==> config.mk <==
export PLATFORM = sky130hd
export DESIGN_NAME = watch_multimode
export DESIGN_NICKNAME = d
export VERILOG_FILES = /design/src/rtl/watch_pkg.sv /design/src/rtl/key_press_detect.sv /design/src/rtl/watch_multimode.sv
export SDC_FILE = /design/constraint.sdc
export NUM_CORES = 1
export LEC_CHECK = 0
export ABC_CLOCK_PERIOD_IN_PS = 7150
export CAP_MARGIN = 20
export CORE_MARGIN = 2
export CORE_UTILIZATION = 60
export CTS_CLUSTER_SIZE = 30
export DETAILED_ROUTE_END_ITERATION = 12
export PLACE_DENSITY_LB_ADDON = 0.15
export SYNTH_ARGS = -nofsm -noshare
export SYNTH_HDL_FRONTEND = slang
export SYNTH_SLANG_ARGS = --single-unit
==> constraint.sdc <==
create_clock -name clk -period 7.15 [get_ports clk]
set_clock_uncertainty 0.15 [all_clocks]
set_input_delay 1.7875 -clock clk [delete_from_list [all_inputs] [get_ports clk]]
set_output_delay 1.7875 -clock clk [all_outputs]
set_load 0.02 [all_outputs]
==> src/rtl/watch_pkg.sv <==
// watch_pkg: shared types and BCD helpers for the multi-mode watch.
// Used by watch_multimode and key_press_detect.
package watch_pkg;

  typedef enum logic [1:0] {
    MODE_WATCH     = 2'd0,
    MODE_SET_HH    = 2'd1,
    MODE_SET_MM    = 2'd2,
    MODE_STOPWATCH = 2'd3
  } mode_e;

  typedef enum logic {
    VIEW_HHMM = 1'b0,
    VIEW_MMSS = 1'b1
  } view_e;

  localparam logic [3:0] DIGIT_BLANK = 4'hF;

  // two-digit BCD increment, 59 wraps to 00
  function automatic logic [7:0] bcd_inc60(input logic [7:0] v);
    logic [7:0] r;
    if (v == 8'h59)
      r = 8'h00;
    else if (v[3:0] == 4'd9)
      r = {v[7:4] + 4'd1, 4'd0};
    else
      r = {v[7:4], v[3:0] + 4'd1};
    return r;
  endfunction

  // hour increment: 23->00 in 24 h, 12->01 in 12 h
  function automatic logic [7:0] bcd_inc_hour(
    input logic [7:0] v,
    input logic       h24
  );
    logic [7:0] r;
    if (h24 && v == 8'h23)
      r = 8'h00;
    else if (!h24 && v == 8'h12)
      r = 8'h01;
    else if (v[3:0] == 4'd9)
      r = {v[7:4] + 4'd1, 4'd0};
    else
      r = {v[7:4], v[3:0] + 4'd1};
    return r;
  endfunction

endpackage

==> src/rtl/key_press_detect.sv <==
// key_press_detect: sync, debounce and short/long press classification.
// Pulses are one cycle; a long press suppresses the short on release.
module key_press_detect
  import watch_pkg::*;
#(
  parameter int DEBOUNCE_CYC = 1_000_000,
  parameter int LONG_CYC     = 100_000_000
) (
  input  logic clk,
  input  logic rst,
  input  logic key_n,
  output logic pressed,
  output logic short_p,
  output logic long_p
);

  localparam int DW = $clog2(DEBOUNCE_CYC + 1);
  localparam int LW = $clog2(LONG_CYC + 1);

  logic          sync1_q, sync2_q;
  logic          deb_q, deb_d;
  logic [DW-1:0] dcnt_q, dcnt_d;
  logic [LW-1:0] hold_q, hold_d;
  logic          ldone_q, ldone_d;
  logic          short_q, short_d;
  logic          long_q, long_d;

  // debounce the synchronised level and classify the hold
  always_comb begin
    deb_d   = deb_q;
    dcnt_d  = '0;
    hold_d  = hold_q;
    ldone_d = ldone_q;
    long_d  = 1'b0;
    if (!sync2_q != deb_q) begin
      if (dcnt_q == DW'(DEBOUNCE_CYC - 1))
        deb_d = ~deb_q;
      else
        dcnt_d = dcnt_q + 1'b1;
    end
    if (deb_q) begin
      if (!ldone_q) begin
        if (hold_q == LW'(LONG_CYC - 1)) begin
          long_d  = 1'b1;
          ldone_d = 1'b1;
        end else begin
          hold_d = hold_q + 1'b1;
        end
      end
    end else begin
      hold_d  = '0;
      ldone_d = 1'b0;
    end
    short_d = deb_q & ~deb_d & ~ldone_q & ~long_d;
  end

  // detector registers; idle level is released
  always_ff @(posedge clk) begin
    if (rst) begin
      sync1_q <= 1'b1;
      sync2_q <= 1'b1;
      deb_q   <= 1'b0;
      dcnt_q  <= '0;
      hold_q  <= '0;
      ldone_q <= 1'b0;
      short_q <= 1'b0;
      long_q  <= 1'b0;
    end else begin
      sync1_q <= key_n;
      sync2_q <= sync1_q;
      deb_q   <= deb_d;
      dcnt_q  <= dcnt_d;
      hold_q  <= hold_d;
      ldone_q <= ldone_d;
      short_q <= short_d;
      long_q  <= long_d;
    end
  end

  assign pressed = deb_q;
  assign short_p = short_q;
  assign long_p  = long_q;

endmodule

==> src/rtl/watch_multimode.sv <==
// watch_multimode: time of day, HH/MM setting and stopwatch on 4 BCD digits.
// Define WATCH_BLINK_EN to blink the digits being edited.
module watch_multimode
  import watch_pkg::*;
#(
  parameter int CLK_HZ       = 50_000_000,
  parameter int DEBOUNCE_CYC = 1_000_000,
  parameter int LONG_CYC     = 100_000_000,
  parameter int HOUR_24      = 1
) (
  input  logic       clk,
  input  logic       rst,
  input  logic       key_one_n,
  input  logic       key_two_n,
  output logic [3:0] Hex_0,
  output logic [3:0] Hex_1,
  output logic [3:0] Hex_2,
  output logic [3:0] Hex_3,
  output logic [1:0] mode
);

  localparam int         PW     = $clog2(CLK_HZ + 1);
  localparam logic       H24    = (HOUR_24 != 0);
  localparam logic [7:0] HH_RST = H24 ? 8'h00 : 8'h12;

  logic p1, s1, l1, p2, s2, l2;

  key_press_detect #(
    .DEBOUNCE_CYC(DEBOUNCE_CYC),
    .LONG_CYC    (LONG_CYC)
  ) u_key1 (
    .clk    (clk),
    .rst    (rst),
    .key_n  (key_one_n),
    .pressed(p1),
    .short_p(s1),
    .long_p (l1)
  );

  key_press_detect #(
    .DEBOUNCE_CYC(DEBOUNCE_CYC),
    .LONG_CYC    (LONG_CYC)
  ) u_key2 (
    .clk    (clk),
    .rst    (rst),
    .key_n  (key_two_n),
    .pressed(p2),
    .short_p(s2),
    .long_p (l2)
  );

  mode_e      mode_q, mode_d;
  view_e      view_q, view_d;
  logic [PW-1:0] presc_q, presc_d;
  logic [7:0] hh_q, hh_d, mm_q, mm_d, ss_q, ss_d;
  logic [7:0] swm_q, swm_d, sws_q, sws_d;
  logic       run_q, run_d;
  logic       sup1_q, sup1_d, sup2_q, sup2_d;
  logic [15:0] hex_q, hex_d;
  logic       k1_short, k2_short, k2_long;
  logic       c1, c2, combo, frozen, tick;

  // combo detection; the partner key stays silent until released
  always_comb begin
    c1       = l1 & ~sup1_q & p2;
    c2       = l2 & ~sup2_q & p1;
    combo    = c1 | c2;
    k1_short = s1 & ~sup1_q;
    k2_short = s2 & ~sup2_q;
    k2_long  = l2 & ~sup2_q & ~p1;
    sup1_d   = p1 & (sup1_q | c2);
    sup2_d   = p2 & (sup2_q | c1);
  end

  // timekeeping, stopwatch and mode FSM next state
  always_comb begin
    mode_d  = mode_q;
    view_d  = view_q;
    presc_d = presc_q;
    hh_d    = hh_q;
    mm_d    = mm_q;
    ss_d    = ss_q;
    swm_d   = swm_q;
    sws_d   = sws_q;
    run_d   = run_q;
    frozen  = (mode_q == MODE_SET_HH) ||
              (mode_q == MODE_SET_MM);
    tick    = !frozen &&
              (presc_q == PW'(CLK_HZ - 1));
    if (!frozen)
      presc_d = tick ? '0 : presc_q + 1'b1;
    if (tick) begin
      ss_d = bcd_inc60(ss_q);
      if (ss_q == 8'h59) begin
        mm_d = bcd_inc60(mm_q);
        if (mm_q == 8'h59)
          hh_d = bcd_inc_hour(hh_q, H24);
      end
      if (run_q) begin
        sws_d = bcd_inc60(sws_q);
        if (sws_q == 8'h59)
          swm_d = bcd_inc60(swm_q);
      end
    end
    unique case (mode_q)
      MODE_WATCH: begin
        priority case (1'b1)
          combo:    mode_d = MODE_STOPWATCH;
          k1_short: mode_d = MODE_SET_HH;
          k2_short: view_d = view_e'(~view_q);
          default: ;
        endcase
      end
      MODE_SET_HH: begin
        priority case (1'b1)
          combo:    mode_d = MODE_WATCH;
          k1_short: mode_d = MODE_SET_MM;
          k2_short: hh_d = bcd_inc_hour(hh_q, H24);
          default: ;
        endcase
      end
      MODE_SET_MM: begin
        priority case (1'b1)
          combo:    mode_d = MODE_WATCH;
          k1_short: begin
            mode_d  = MODE_WATCH;
            ss_d    = 8'h00;
            presc_d = '0;
          end
          k2_short: mm_d = bcd_inc60(mm_q);
          default: ;
        endcase
      end
      MODE_STOPWATCH: begin
        priority case (1'b1)
          combo:    mode_d = MODE_WATCH;
          k1_short: mode_d = MODE_WATCH;
          k2_long: begin
            swm_d = 8'h00;
            sws_d = 8'h00;
            run_d = 1'b0;
          end
          k2_short: run_d = ~run_q;
          default: ;
        endcase
      end
      default: mode_d = MODE_WATCH;
    endcase
  end

`ifdef WATCH_BLINK_EN
  localparam int BC = CLK_HZ / 4;
  localparam int BW = $clog2(BC + 1);
  logic [BW-1:0] bcnt_q, bcnt_d;
  logic          blink_q, blink_d;

  // free-running blink phase
  always_comb begin
    bcnt_d  = bcnt_q + 1'b1;
    blink_d = blink_q;
    if (bcnt_q == BW'(BC - 1)) begin
      bcnt_d  = '0;
      blink_d = ~blink_q;
    end
  end

  // blink registers
  always_ff @(posedge clk) begin
    if (rst) begin
      bcnt_q  <= '0;
      blink_q <= 1'b0;
    end else begin
      bcnt_q  <= bcnt_d;
      blink_q <= blink_d;
    end
  end
`endif

  // digit mux for the current mode and view
  always_comb begin
    hex_d = {hh_q, mm_q};
    if (mode_q == MODE_STOPWATCH)
      hex_d = {swm_q, sws_q};
    else if (mode_q == MODE_WATCH &&
             view_q == VIEW_MMSS)
      hex_d = {mm_q, ss_q};
`ifdef WATCH_BLINK_EN
    if (blink_q && mode_q == MODE_SET_HH)
      hex_d[15:8] = {DIGIT_BLANK, DIGIT_BLANK};
    if (blink_q && mode_q == MODE_SET_MM)
      hex_d[7:0] = {DIGIT_BLANK, DIGIT_BLANK};
`endif
  end

  // state and output registers
  always_ff @(posedge clk) begin
    if (rst) begin
      mode_q  <= MODE_WATCH;
      view_q  <= VIEW_HHMM;
      presc_q <= '0;
      hh_q    <= HH_RST;
      mm_q    <= 8'h00;
      ss_q    <= 8'h00;
      swm_q   <= 8'h00;
      sws_q   <= 8'h00;
      run_q   <= 1'b0;
      sup1_q  <= 1'b0;
      sup2_q  <= 1'b0;
      hex_q   <= {HH_RST, 8'h00};
    end else begin
      mode_q  <= mode_d;
      view_q  <= view_d;
      presc_q <= presc_d;
      hh_q    <= hh_d;
      mm_q    <= mm_d;
      ss_q    <= ss_d;
      swm_q   <= swm_d;
      sws_q   <= sws_d;
      run_q   <= run_d;
      sup1_q  <= sup1_d;
      sup2_q  <= sup2_d;
      hex_q   <= hex_d;
    end
  end

  assign Hex_3 = hex_q[15:12];
  assign Hex_2 = hex_q[11:8];
  assign Hex_1 = hex_q[7:4];
  assign Hex_0 = hex_q[3:0];
  assign mode  = mode_q;

endmodule

# Word-level counts from Yosys, hierarchy flattened
# Cells that the tools add are included.
# word_totals
regBits	194
in_bits	4
output_inout_bits	18
wordCells	188
# classes
n_addsub	15
eq_ne	23
muxes	68
n_bitwise	36
n_reduce_logical	18
# ops
cell	n
8-bit 2-to-1 mux	40
26-bit 2-to-1 mux	5
27-bit by 1-bit adder with 27-bit output (second input constant)	2
27-bit equality test (second input constant)	2
20-bit by 1-bit adder with 20-bit output (second input constant)	2
4-bit by 1-bit adder with 4-bit output (second input constant)	10
20-bit equality test (second input constant)	2
8-bit by 7-bit equality test with 1-bit output (second input constant)	4
16-bit 2-to-1 mux	2
26-bit by 1-bit adder with 26-bit output (second input constant)	1
26-bit equality test (second input constant)	1
4-bit equality test (second input constant)	5
1-bit inverter	18
1-bit AND	15
1-bit 2-to-1 mux	14
2-bit 2-to-1 mux	6
8-bit by 6-bit equality test with 1-bit output (second input constant)	1
4-bit AND reduction	2
3-bit inequality test (second input constant)	2
2-bit one-hot mux with 3 select lines	1
2-bit OR reduction	3
3-bit OR reduction	2
2-bit equality test (second input constant)	2
2-bit AND reduction	2
other kinds (10)	16

# Depth between registers and ports, before layout
# Gate-level depths: netlist of the first run.
# logic_depth
depth_word	10
ltp_mapped	9
ltp_nobuf	7

# By module
# A second synthesis of the first run with hierarchy kept.
# unflattened
cells_unflattened	1123
area_unflattened_um2	9735.6
# modules_own_cells
mod	instances	cells_each	area_each_um2	seq_area_each_um2
key_press_detect	2	275	2477.4	1061.0
watch_multimode	1	573	4780.8	1761.7

# Least setup slack after synthesis of the first run
# Ideal clock, no wire load.
# synth_timing
kind	input port to flip-flop
start	in rst
end	reg u_key1.hold_q[23]
setup_time_ns	0.101
t_arrival_ns	2.717
required_ns	6.899
slack_ns	4.182
stages	5
n_path_buf	2
path_cell_list	clkbuf_1 > nor2_1 > clkbuf_1 > o311ai_0 > o41ai_1
# synth_via
elab_chain_len	1
# synth_rtl
item	line_no	source
start, declared	watch_multimode.sv:12	input logic rst,
2-bit OR reduction (no source line)	--	
end signal, assigned	key_press_detect.sv:73	hold_q <= hold_d;
end, declared	key_press_detect.sv:23	logic [LW-1:0] hold_q, hold_d;
# Every way passes these cells.
# A chain may end at the register's enable or synchronous reset.

# Worst setup path in the final report of the first run
# layout_timing
start	in rst
end	reg u_key2.hold_q[21]
# layout_via
elab_chain_len	1
# layout_rtl
item	line_no
2-bit OR reduction (no source line)	--
end signal, assigned	key_press_detect.sv:73
end, declared	key_press_detect.sv:23
# Every way passes these cells.

==> results of run 1 <==
[metal layers]
metal,GRT usage,share of wire,vias to the layer above
met5,0,0,-
met4,0.06578,0.010,0
met3,0.04797,0.035,17
met2,0.3794,0.47,126
met1,0.3216,0.49,3736
li1,-,-,4066
[per-stage QoR]
step	utilization	std cells
floorplan	-	1136
CTS	0.6626	1357
detailed placement	0.6254	1325
global route	0.6644	1358
finish	0.6644	1358
global placement	0.6254	1325
[power breakdown]
| part | internal (W) | switching [W] | total (W) |
|---|---|---|---|
| Combinational | 0.0000129 | 0.0000249 | 0.0000378 |
| Clock | 0.000520 | 0.000416 | 0.000936 |
| Sequential | 0.00108 | 0.00000519 | 0.00109 |
| Total | 0.00162 | 0.000446 | 0.00206 |
[cells by family after synthesis]
logic type,count (synthesis),synth area share
buf+inv,87,0.03546
simple gates,561,0.3157
mux,11,0.01182
flops,194,0.4076
fa+ha+maj,30,0.03940
compound gates,171,0.1146
xor+xnor,82,0.07538
[layout by cell type, fill, tap and decap left out, types with 4 or more instances in the layout]
master,synthesis,final
nor4_1,19,19
clkinvlp_4,0,4
o211ai_1,5,5
buf_4,0,4
and3b_1,7,7
nor4b_1,8,8
nand3_1,62,62
nand4_1,43,43
o31ai_1,11,11
nor3_1,23,23
a211oi_1,11,11
o41ai_1,6,6
o21ai_0,20,20
clkbuf_16,0,17
and4_1,10,10
or4_1,23,23
nor2b_1,9,9
o21ai_1,11,11
a21oi_1,68,68
and2_1,12,12
xnor2_1,37,37
xor2_1,45,45
dfxtp_1,194,194
or3_1,29,29
nand3b_1,8,8
clkbuf_8,0,4
ha_1,30,30
nor2_1,148,148
mux2i_1,9,9
a41o_1,4,4
nand2_1,96,96
and3_1,25,25
a31oi_1,6,6
nand2b_1,7,7
nand4b_1,6,6
or2_2,7,7
inv_1,35,35
clkdlybuf4s50_1,0,20
o32ai_1,4,4
[final timing paths]
check | startpoint | endpoint | slack [ns] | depth (start not counted)
setup / recovery | rst | u_key2.hold_q[21] | 3.31 | 6
hold / removal | u_key2.sync1_q | u_key2.sync2_q | 0.26 | 1
setup reg to reg | presc_q[7] | presc_q[16] | 3.94 | 5
hold reg to reg | u_key2.sync1_q | u_key2.sync2_q | 0.26 | 1
[registers in the layout, summed over array words and instances (netlist names), 8 cells and up]
register	cells
hex_q	16
hh_q	8
mm_q	8
presc_q	26
ss_q	8
swm_q	8
sws_q	8
u_key1.dcnt_q	20
u_key1.hold_q	27
u_key2.dcnt_q	20
u_key2.hold_q	27
[synth_stat cells (3+ instances only)]
master	n
a211oi_1	11
a21oi_1	68
a31o_1	3
a31oi_1	6
a41o_1	4
and2_1	12
and3_1	25
and3b_1	7
and4_1	10
buf_2	3
clkbuf_1	47
dfxtp_1	194
ha_1	30
inv_1	35
mux2i_1	9
nand2_1	96
nand2b_1	7
nand3_1	62
nand3b_1	8
nand4_1	43
nand4b_1	6
nor2_1	148
nor2b_1	9
nor3_1	23
nor4_1	19
nor4b_1	8
o211ai_1	5
o21ai_0	20
o21ai_1	11
o31ai_1	11
o32ai_1	4
o41ai_1	6
or2_2	7
or3_1	29
or4_1	23
or4b_1	3
xnor2_1	37
xor2_1	45
[critical path, stage by stage]
cell and delay [ns]:
buf_2 0.09, buf_4 0.28, inv_1 0.36, nand2_1 0.68, or4_1 0.71, o21ai_0 0.10
[cell type report]
class	count	area (um2)
multi-input combinational	855	5306
timing repair buffer	26	262.8
fill	1337	5274
sequential	194	3884
inverter	35	131.4
clock buffer	22	484.2
clock inverter	10	100.1
tap	216	270.3
==> summary.md, run 1 <==
| Metric | Value |
|---|---|
| Status | completed |
| VDD IR-drop max | 0.1765 mV |
| Largest net degree at the start of global routing | 59 |
| Vias per cell | 5.851 |
| Netlist cell types | 68 |
| Slew Limit Fails | 0 |
| Dpl ws | 2.883 ns |
| Post-cts sizing count | 0 |
| Placed instance area | 9827 um2 |
| # setup viols final | 0 |
| GP Congestion | 0.8115 |
| Top_reg_cell synth | dfxtp_1 |
| Final setup margin | 3.309 ns |
| Fin nets | 1,163 |
| Critical-path maximum fanout | 58 |
| Initial DRT Pass Iterations | 5 |
| CP startpoint kind | primary input |
| Initial core utilization | 0.6064 |
| Finished Cell Area | 10,440 um2 |
| Yosys Warn Count | 0 |
| Synth top area share | 0.4076 |
| GRT Total Usage | 0.2351 |
| Layout cells sized above 1 | 0.05166 |
| Final Power | 0.002064 W |
| PwrDens | 197.7 nW/um2 |
| FMAX | 260.4 MHz |
| Data arrival time of the worst path | 4.04 ns |
| Deepest level of the CTS H-tree | 4 |
| Clk buf depth | 2 |
| Mapped cell area | 9528 um2 |
| Placeable core area | 15,710 um2 |
| Clock Pin Slew Worst Setup and Hold Paths | 0.07 ns |
| WL/cell | 14.55 um |
| Die X | 130.0 um |
| Total wire length | 19,750 um |
| Critical Path RT | 7.35 ns |
| # Post-CTS Setup Buffers | 0 |
| Drt drc | 0 |
| Top cells by area, synth | dfxtp_1, nor2_1, xor2_1 |
| Antenna violations before repair | 0 |
| CTS Hold Bufs | 0 |
| Mean Syn Cell Area | 8.387 um2 |
| GRT overflow | 0 |
| Clock sinks | 194 |
| Row count | 46 |
| Detailed Place HPWL | 13,360 um |
| HP Class | reg -> reg |
| Worst-Margin Slew | 1.027 ns |
| Root buf cell | clkbuf_16 |
| Vias in the first global route | 6,962 |
| First-pass GRT wire length | 32,560 um |
| Final hold vios | 0 |
| Slew Limit Headroom | 0.3137 |
| Iteration-0 DRC Markers | 490 |
| Max_cap viols | 0 |
| Post-synth EDFFs | 0 |
| Final TNS setup | 0 ns |
| Die area | 16,900 um2 |
| # diodes | 0 |
| Via Count | 7,945 |
| Worst Path Class, Setup | in -> reg |
| Worst setup EP type | flop |
| Fin crit share | 0.5372 |
| Synth Register Bits | 194 |
| Cell count after synthesis | 1,136 |
| CTS tree | done |
| Fin crit period | 3.841 ns |
| Hold Worst Slack | 0.2648 ns |
| Seq/Total Area, Yosys | 0.4076 |
| Synth area leader | dfxtp_1 |
| LEAKAGE | 3.421 nW |
| Syn_nets | 1,170 |
| Final ANT Viol Nets | 0 |
| Post-synth ARST share | 0 |
| Die height | 130.0 um |
| RSZ-0062 raised after global routing | no |
| Num CTS Buffers | 17 |
| Syn-to-layout area delta | 9.560% |
| PortBufs | 21 |
| Clk Latency, worst-skew pair | 0.43 ns |
| I/O pin count | 22 |
Note: power is estimated with default switching activity, not from simulation.
==> run 2, diff against run 1 <==
- ABC_CLOCK_PERIOD_IN_PS: 7150 -> 3700
- clock period: 7.15 -> 3.7 ns (I/O delays scaled with it)
==> summary.md, run 2 (synthesized netlist as in run 1, its figures left out) <==
| Metric | Value |
|---|---|
| Detailed Place HPWL | 13,450 um (+0.67%) |
| Clock Pin Slew Worst Setup and Hold Paths | 0.07 ns (about the same) |
| Fin crit share | 0.8031 |
| Initial DRT Pass Iterations | 6 (+1) |
| Reg2reg path depth | 7 (+2) |
| CP startpoint kind | flop |
| Critical Path RT | 3.89 ns (-3.46 ns) |
| LEAKAGE | 3.454 nW (+0.97%) |
| I/O pin count | 22 (unchanged) |
| Worst-Margin Slew | 0.9806 ns (-0.04635 ns) |
| CP Cell Sequence | inv_1 -> ha_1 -> nand4b_1 -> nor4_2 -> nand3_2 -> and2_1 -> o41ai_2 |
| First-pass GRT wire length | 33,470 um (+2.8%) |
| Clock sinks | 194 (unchanged) |
| Data arrival time of the worst path | 3.16 ns (-0.88 ns) |
| Status | completed |
| # diodes | 0 (unchanged) |
| Slew Limit Fails | 0 (unchanged) |
| Clk Latency, worst-skew pair | 0.44 ns (about the same) |
| WL/cell | 14.52 um (-0.19%) |
| Final hold vios | 0 (unchanged) |
| Worst setup EP type | flop |
| Drt drc | 0 (unchanged) |
| Hold path depth | 1 (unchanged) |
| Biggest regs | u_key1.hold_q (27), u_key2.hold_q (27), presc_q (26) |
| Initial core utilization | 0.6064 (unchanged) |
| Fin crit period | 2.971 ns |
| Final ANT Viol Nets | 0 (unchanged) |
| GRT overflow | 0 (unchanged) |
| # Post-CTS Setup Buffers | 0 (unchanged) |
| Syn-to-layout area delta | 9.888% |
| Final TNS setup | 0 ns (unchanged) |
| Worst Path Class, Setup | reg -> reg |
| Commonest non-fill, non-tap cell in the layout | dfxtp_1 |
| Crit path max-delay cell type | nor4_2 |
| GRT Total Usage | 0.2426 (+0.007501) |
| Vias in the first global route | 7,049 (+1.2%) |
| CP max stage delay | 0.68 ns (-0.03 ns) |
| Total wire length | 19,770 um (+0.10%) |
| Die area | 16,900 um2 (unchanged) |
| Slew Limit Headroom | 0.3377 (+0.02401) |
| Placeable core area | 15,710 um2 (unchanged) |
| HP Class | reg -> reg |
| Layout cells sized above 1 | 0.05497 (+0.003310) |
| PortBufs | 21 (unchanged) |
| GP Congestion | 0.8349 (+2.9%) |
| Post-cts sizing count | 0 (unchanged) |
| Critical-path maximum fanout | 9 (-84%) |
| RSZ-0062 raised after global routing | no |
| Deepest level of the CTS H-tree | 4 (unchanged) |
| Root buf cell | clkbuf_16 |
| Fin nets | 1,168 (+0.43%) |
| Reg2reg setup slack | 0.73 ns (-3.21 ns) |
| Via Count | 7,946 (+0.013%) |
| # setup viols final | 0 (unchanged) |
| Final Power | 0.004068 W (+97%) |
| CTS tree | done |
| Num CTS Buffers | 17 (unchanged) |
| FMAX | 336.5 MHz |
| Row count | 46 (unchanged) |
| CTS Hold Bufs | 0 (unchanged) |
| Iteration-0 DRC Markers | 554 (+13%) |
| Commonest non-fill, non-tap cells in the layout | dfxtp_1, nor2_1, nand2_1 |
| Max_cap viols | 0 (unchanged) |
| VDD IR-drop max | 0.3730 mV (+110%) |
| Vias per cell | 5.834 (-0.28%) |
| Largest net degree at the start of global routing | 58 (-1.7%) |
| PwrDens | 388.6 nW/um2 (+97%) |
| Die height | 130.0 um (unchanged) |
| Antenna violations before repair | 0 (unchanged) |
| Die X | 130.0 um (unchanged) |
| Clk buf depth | 2 (unchanged) |
-- run 2: changes by cell type in the layout (fill, tap and decap cells not counted) --
| cell | change |
|---|---|
| clkinvlp_4 | -2 |
| buf_4 | +6 |
| inv_6 | +2 |
| clkinv_2 | +2 |
| clkinv_4 | -2 |
| bufinv_16 | +2 |
| buf_16 | -1 |
| clkbuf_8 | -3 |
-- run 2: path summary, 6_finish.rpt --
path / endpoint / startpoint
worst max register to register: hh_q[1] / mode[0]
worst min-delay path: u_key2.sync2_q / u_key2.sync1_q
worst min register to register: u_key2.sync2_q / u_key2.sync1_q
worst max-delay path: hh_q[1] / mode[0]
-- run 2: routing by layer --
| layer | vias up | share of wire | track usage |
|---|---|---|---|
| met3 | 27 | 0.035 | 0.05084 |
| met4 | 0 | 0.015 | 0.07021 |
| met5 | - | 0 | 0 |
| met1 | 3696 | 0.49 | 0.3374 |
| li1 | 4082 | - | - |
| met2 | 141 | 0.46 | 0.3831 |
-- run 2: area by class of cell --
class / instances / area (um2)
Multi-Input combinational cell: 855 / 5306
Timing Repair Buffer: 31 / 280.3
Clock inverter: 12 / 155.1
Clock buffer: 19 / 442.9
Tap cell: 216 / 270.3
Fill cell: 1339 / 5243
Inverter: 35 / 131.4
Sequential cell: 194 / 3884
-- run 2: per-stage QoR --
stage	instance area (um2)	hold slack [ns]	std cells	setup slack (ns)	utilization
5_1_grt	10470	0.2736	1362	0.5062	0.6663
6_report	10470	0.2591	1362	0.7286	0.6663
3_5_place_dp	9872	0.2511	1331	0.7758	0.6283
2_1_floorplan	9528	0.2395	1136	0.9588	-
4_1_cts	10470	0.2603	1362	0.7331	0.6663
3_3_place_gp	9872	0.2430	1331	0.8346	0.6283
-- run 2: worst max-delay path, delay by kind of cell, from the launching register on --
family,cells,cell delay [ns]
AND/OR/NAND/NOR,4,1.54
buffers and inverters,1,0.10
flip-flops,1,0.40
adder cells (fa/ha/maj),1,0.39
AO/OA/AOI/OAI,1,0.28
-- run 2: where the power goes --
group	switching, W	internal (W)
Combinational	0.0000498	0.0000259
Sequential	0.00000912	0.00210
Clock	0.000806	0.00108
Total	0.000865	0.00320
